File: src/rtl/pwm_pkg.sv
// rtl/pwm_pkg.sv - shared widths and defaults for the PWM control and generator stages
package pwm_pkg;

    localparam int PWM_W = 8;

    localparam logic [PWM_W-1:0] DEF_STEP            = 8'd16;
    localparam int               DEF_DEBOUNCE_CYCLES = 16;
    localparam int               DEF_RAMP_FRAMES     = 1;

    function automatic logic [PWM_W-1:0] clamp_to(input logic [PWM_W-1:0] v,
                                                  input logic [PWM_W-1:0] lim);
        return (v > lim) ? lim : v;
    endfunction

endpackage

File: src/rtl/pwm_duty_ctrl_sw_debounce.sv
// rtl/pwm_duty_ctrl_sw_debounce.sv - button synchroniser, debouncer and rising-edge press
module sw_debounce #(
    parameter int DEBOUNCE_CYCLES = 16
) (
    input  logic clk,
    input  logic rst_n,
    input  logic sw,
    output logic level,
    output logic press
);

    localparam int            CW       = $clog2(DEBOUNCE_CYCLES);
    localparam logic [CW-1:0] CNT_LAST = CW'(DEBOUNCE_CYCLES - 1);

    logic          sync1;
    logic          sync2;
    logic [CW-1:0] cnt;
    logic          accept;

    // A new level is taken on the DEBOUNCE_CYCLES-th consecutive differing sample
    assign accept = (sync2 != level) && (cnt == CNT_LAST);
    assign press  = accept && sync2;

    always_ff @(posedge clk or negedge rst_n) begin
        if (!rst_n) begin
            sync1 <= 1'b0;
            sync2 <= 1'b0;
            level <= 1'b0;
            cnt   <= '0;
        end else begin
            sync1 <= sw;
            sync2 <= sync1;
            if (sync2 == level) begin
                cnt <= '0;
            end else if (accept) begin
                level <= sync2;
                cnt   <= '0;
            end else begin
                cnt <= cnt + CW'(1);
            end
        end
    end

endmodule

File: src/rtl/pwm_duty_ctrl.sv
// rtl/pwm_duty_ctrl.sv - frame-aligned period/duty control with press stepping and soft slew
module pwm_duty_ctrl
    import pwm_pkg::*;
#(
    parameter int               DEBOUNCE_CYCLES = DEF_DEBOUNCE_CYCLES,
    parameter logic [PWM_W-1:0] STEP            = DEF_STEP,
    parameter int               RAMP_FRAMES     = DEF_RAMP_FRAMES
) (
    input  logic             clk,
    input  logic             rst_n,
    input  logic             duty_sw,
    input  logic [PWM_W-1:0] period_in,
    output logic [PWM_W-1:0] period,
    output logic [PWM_W-1:0] pulse_width,
    output logic [PWM_W-1:0] target,
    output logic             busy,
    output logic             step_evt
);

    localparam int             RDW       = (RAMP_FRAMES > 1) ? $clog2(RAMP_FRAMES) : 1;
    localparam logic [RDW-1:0] RDIV_LAST = RDW'(RAMP_FRAMES - 1);

    logic             rst_meta;
    logic             rst_i;
    logic             press;
    logic             btn_level_unused;
    logic [PWM_W-1:0] fcnt;
    logic [RDW-1:0]   rdiv;
    logic             frame_end;
    logic             ramp_tick;
    logic [PWM_W:0]   step_sum;
    logic [PWM_W-1:0] t_step;
    logic [PWM_W-1:0] t_next;
    logic [PWM_W-1:0] pw_slew;
    logic [PWM_W-1:0] pw_next;

    // Asynchronous assert, release two clocks after rst_n rises
    always_ff @(posedge clk or negedge rst_n) begin
        if (!rst_n) begin
            rst_meta <= 1'b0;
            rst_i    <= 1'b0;
        end else begin
            rst_meta <= 1'b1;
            rst_i    <= rst_meta;
        end
    end

    sw_debounce #(
        .DEBOUNCE_CYCLES(DEBOUNCE_CYCLES)
    ) u_debounce (
        .clk   (clk),
        .rst_n (rst_i),
        .sw    (duty_sw),
        .level (btn_level_unused),
        .press (press)
    );

    always_comb begin
        frame_end = (fcnt == period);
        ramp_tick = frame_end && (rdiv == RDIV_LAST);
        step_sum  = {1'b0, target} + {1'b0, STEP};

        // Step wraps against the period in force; the frame-end clamp follows it
        t_step = target;
        if (press) begin
            t_step = (step_sum > {1'b0, period}) ? '0 : step_sum[PWM_W-1:0];
        end
        t_next = frame_end ? clamp_to(t_step, period_in) : t_step;

        // Slew chases the pre-update target; a shrinking period overrides it
        pw_slew = pulse_width;
        if (ramp_tick) begin
            if (pulse_width < target) begin
                pw_slew = pulse_width + 8'd1;
            end else if (pulse_width > target) begin
                pw_slew = pulse_width - 8'd1;
            end
        end
        pw_next = frame_end ? clamp_to(pw_slew, period_in) : pw_slew;
    end

    always_ff @(posedge clk or negedge rst_i) begin
        if (!rst_i) begin
            fcnt        <= '0;
            rdiv        <= '0;
            period      <= '1;
            pulse_width <= '0;
            target      <= '0;
            busy        <= 1'b0;
            step_evt    <= 1'b0;
        end else begin
            fcnt        <= frame_end ? '0 : fcnt + 8'd1;
            period      <= frame_end ? period_in : period;
            if (frame_end) begin
                rdiv <= ramp_tick ? '0 : rdiv + RDW'(1);
            end
            target      <= t_next;
            pulse_width <= pw_next;
            busy        <= (pw_next != t_next);
            step_evt    <= press;
        end
    end

endmodule

File: config.mk
export PLATFORM = sky130hd
export DESIGN_NAME = pwm_duty_ctrl
export DESIGN_NICKNAME = d
export VERILOG_FILES = /design/src/rtl/pwm_pkg.sv /design/src/rtl/pwm_duty_ctrl_sw_debounce.sv /design/src/rtl/pwm_duty_ctrl.sv
export SDC_FILE = /design/constraint.sdc
export NUM_CORES = 1
export LEC_CHECK = 0
export CAP_MARGIN = 20
export CORE_ASPECT_RATIO = 1.4
export CORE_UTILIZATION = 25
export CTS_CLUSTER_SIZE = 16
export DETAILED_ROUTE_END_ITERATION = 7
export PLACE_DENSITY = 0.44
export SLEW_MARGIN = 5
export SYNTH_ARGS = -nofsm -noshare
export SYNTH_HDL_FRONTEND = slang
export SYNTH_SLANG_ARGS = --single-unit
export TNS_END_PERCENT = 10
File: constraint.sdc
create_clock -name clk -period 1.7 [get_ports clk]
set_clock_uncertainty 0.05 [all_clocks]
set_input_delay 0.34 -clock clk [delete_from_list [all_inputs] [get_ports clk]]
set_output_delay 0.34 -clock clk [all_outputs]
set_load 0.01 [all_outputs]
==> results of run 1 <==
## registers in the layout (all words and copies together) (netlist names)
name and count:
busy 1, fcnt 8, period 8, pulse_width 8
rdiv 1, rst_i 1, rst_meta 1, step_evt 1
target 8, u_debounce.cnt 4, u_debounce.level 1, u_debounce.sync1 1
u_debounce.sync2 1
## worst paths after layout
kind	startpoint	end	slack [ps]	cells past startpoint
max	target[4]	busy	-2390	19
min	rst_i	fcnt[7]	150	0
max reg2reg	target[4]	busy	-2390	19
min reg2reg	rst_i	fcnt[7]	150	0
max in group asynchronous	rst_i	period[0]	840	1
min in group clk	rst_meta	rst_i	310	0
## critical path, stage by stage, from the launching register on
cell,delay [ps]
dfrtp_2,440
ha_4,170
xor2_1,140
ha_1,320
a21o_1,170
a211o_1,270
a221oi_2,260
a211oi_4,70
buf_12,160
or2b_1,260
inv_2,90
ha_4,190
o21a_1,110
o21a_1,240
o21bai_4,200
a211oi_4,100
buf_6,140
a221o_2,360
a211oi_2,180
nand4b_1,130
## Yosys cell counts (all sizes together) (5+ instances only)
cell type   n
clkbuf      6
mux2i       5
dfrtp      36
nor2b       5
a211oi      7
a21oi      17
nand2      37
dfstp       8
ha         37
o21ai      26
o21a        5
inv        32
o22ai       5
nor2       26
xor2       13
xnor2      22
nand3       7
nand4       9
nor3       10
## power by group through the flow
stage | combinational, mW | sequential (mW) | clock [mW]
after floorplan | 1.82 | 1.81 | 0
after global placement | 3.48 | 1.67 | 0
after detailed placement | 3.52 | 1.68 | 0
after CTS | 3.64 | 1.67 | 1.15
after global routing | 4.18 | 1.71 | 1.19
final | 3.82 | 1.67 | 1.12
## final cells by class
type | count | area share [%]
multi-input cells | 289 | 47.2
well taps | 185 | 4.07
clock buffers | 5 | 2.20
clock inverters | 3 | 0.748
repair buffers | 162 | 24.0
flip-flops and latches | 44 | 19.7
inverters | 32 | 2.11
## cell families (layout without fill, tap and decap cells)
family                   Yosys count  count (layout)  synth area share, %
AND/OR/NAND/NOR                  120             120                 19.5
AO/OA/AOI/OAI                     86              86                 17.2
flip-flops                        44              44                 31.0
buffers and inverters             40             202                 4.67
adder cells (fa/ha/maj)           37              37                 12.9
XOR/XNOR                          36              36                 12.0
multiplexers                       9               9                 2.65
other                              1               1                0.105
## cells in the final DEF, fill, tap and decap left out, types with 7 or more instances in the layout
| cell | instances |
|---|---|
| dlygate4sd2_1 | 23 |
| clkdlybuf4s50_1 | 12 |
| buf_4 | 113 |
| nand2_1 | 35 |
| inv_1 | 29 |
| dfrtp_1 | 30 |
| xnor2_1 | 13 |
| ha_1 | 30 |
| a21oi_1 | 10 |
| buf_6 | 9 |
| ha_4 | 7 |
| dfstp_2 | 8 |
| nor2_1 | 18 |
| xor2_1 | 10 |
| xnor2_2 | 7 |
| o21ai_1 | 7 |
| o21ai_0 | 16 |
## per-stage QoR
stage / hold slack, ps / setup WS [ps] / area, um^2
after floorplan: -5.59 / -2180 / 3640
after global placement: 165 / -2530 / 5060
after detailed placement: 172 / -2560 / 5060
after CTS: 155 / -2430 / 5420
after global routing: 162 / -2620 / 5690
final: 151 / -2390 / 5690
## metal layers
layer / GRT usage [%] / vias to the layer above / share of wire [%]
met5: 0 / - / 0
met4: 6.82 / 0 / 3.1
met3: 1.41 / 16 / 1.8
met2: 31.2 / 49 / 56
met1: 17.7 / 1581 / 39
li1: - / 1655 / -
## what timing repair did
| action | 4_1_cts | 5_1_grt |
|---|---|---|
| setup buffers | 7 | 8 |
| setup endpoints to repair | 51 | 35 |
| pin swaps | 28 | 31 |
| gates resized for setup | 56 | 39 |
==> reports/metrics.cfg, run 1 <==
[timing]
period_minus_slack_ps=4090
rsz0062_at_grt=yes
timing.final.crit_share_pct=241
worst_slack_ps=-2390
setup-violations-final=26
tns_ps=-34790
maxSlewViolCount=0
finalHoldViolations=0
fmax_mhz=244

[synthesis]
synth_edf_count=0
yosysSeqAreaShare_pct=31.0
synth_top_area_cell=dfrtp_1
ys.flop_type=dfrtp_1
synth-seq-cells=44
synthDistinctLibCells=71
postSynthAreaPerCell_um2=9.62
synth_cells=373
yosys_warnings=0
synth.cell_area_um2=3590
synth_nets=421
synth_top_area_share_pct=25.1
ys_top_cells_by_area=dfrtp_1 (25%), ha_1 (13%), dfstp_2 (5.9%)
async_flop_share_pct=100

[floorplan]
core_um2=14000
fp-row-count=51
ioPinCount=37
die_area_um2=14800
start_util_pct=25.7
die-width_um=103
die_y_um=144

[final_layout]
register_area_um2=1120
antenna_cells=0
stdcell_count=720
finish.utilization_pct=40.7
fillerInstances=1376
drive_gt1_share_pct=44.3
syn_to_final_growth_pct=58.5
layout.nets=582
multi_input_area_um2=2680

[power]
seq_power_share_pct=25.2
intPower_mw=4.05
power.leakage_nw=2.57
clkPwrFrac_pct=16.9
combPwrFrac_pct=57.8
peakVddDrop_uv=554
p_per_area_nw_per_um2=1160
power_mw=6.60
p_sw_share_pct=38.7
power.switching_mw=2.56

[place]
placed_cells_incl_taps=699
place.gp.congestion=0.835
hpwl_um=9310
port_buffers=36

[global_route]
grt_max_degree=24
grt-ovfl-total=0
grt_pass1_vias=3544
grt_first_pass_wirelength_um=18000
antenna_found_initial=0
grt.total_usage_pct=16.2

[drt]
drt_iter0_drc=110
wl_per_cell_um=15.8
vias_per_cell=4.58
drc=0
via_count=3301
ant_nets=0
wl_um=11300
dr.pass1.iters=4

[critical_path]
crit_type=register to register
end_kind=register
crit_path_max_fanout=8
cp.arrival_ps=4270
cp.required_ps=1880
cp-start-kind=register

[clock_network]
clock-sinks=44
cts_max_level=2
cts_hold_buf=0
cts_tree=built
clock_latency_ps=290
numCtsBuffers=5
path_clk_slew_ps=70
cts_buffer_depth=2
cts_root_buf=clkbuf_16

[outcome]
violations=negative setup slack
status=finished with violations

[flow_run]
cap_viol_max_count=0

[min_path]
hold_path_class=register to async pin

(Power assumes the default switching activity.)
==> run 2, diff against run 1 <==
- SLEW_MARGIN: 5 -> 20
==> results of run 2 <==
The final DEF is identical to that of run 1; final timing and power are the same.
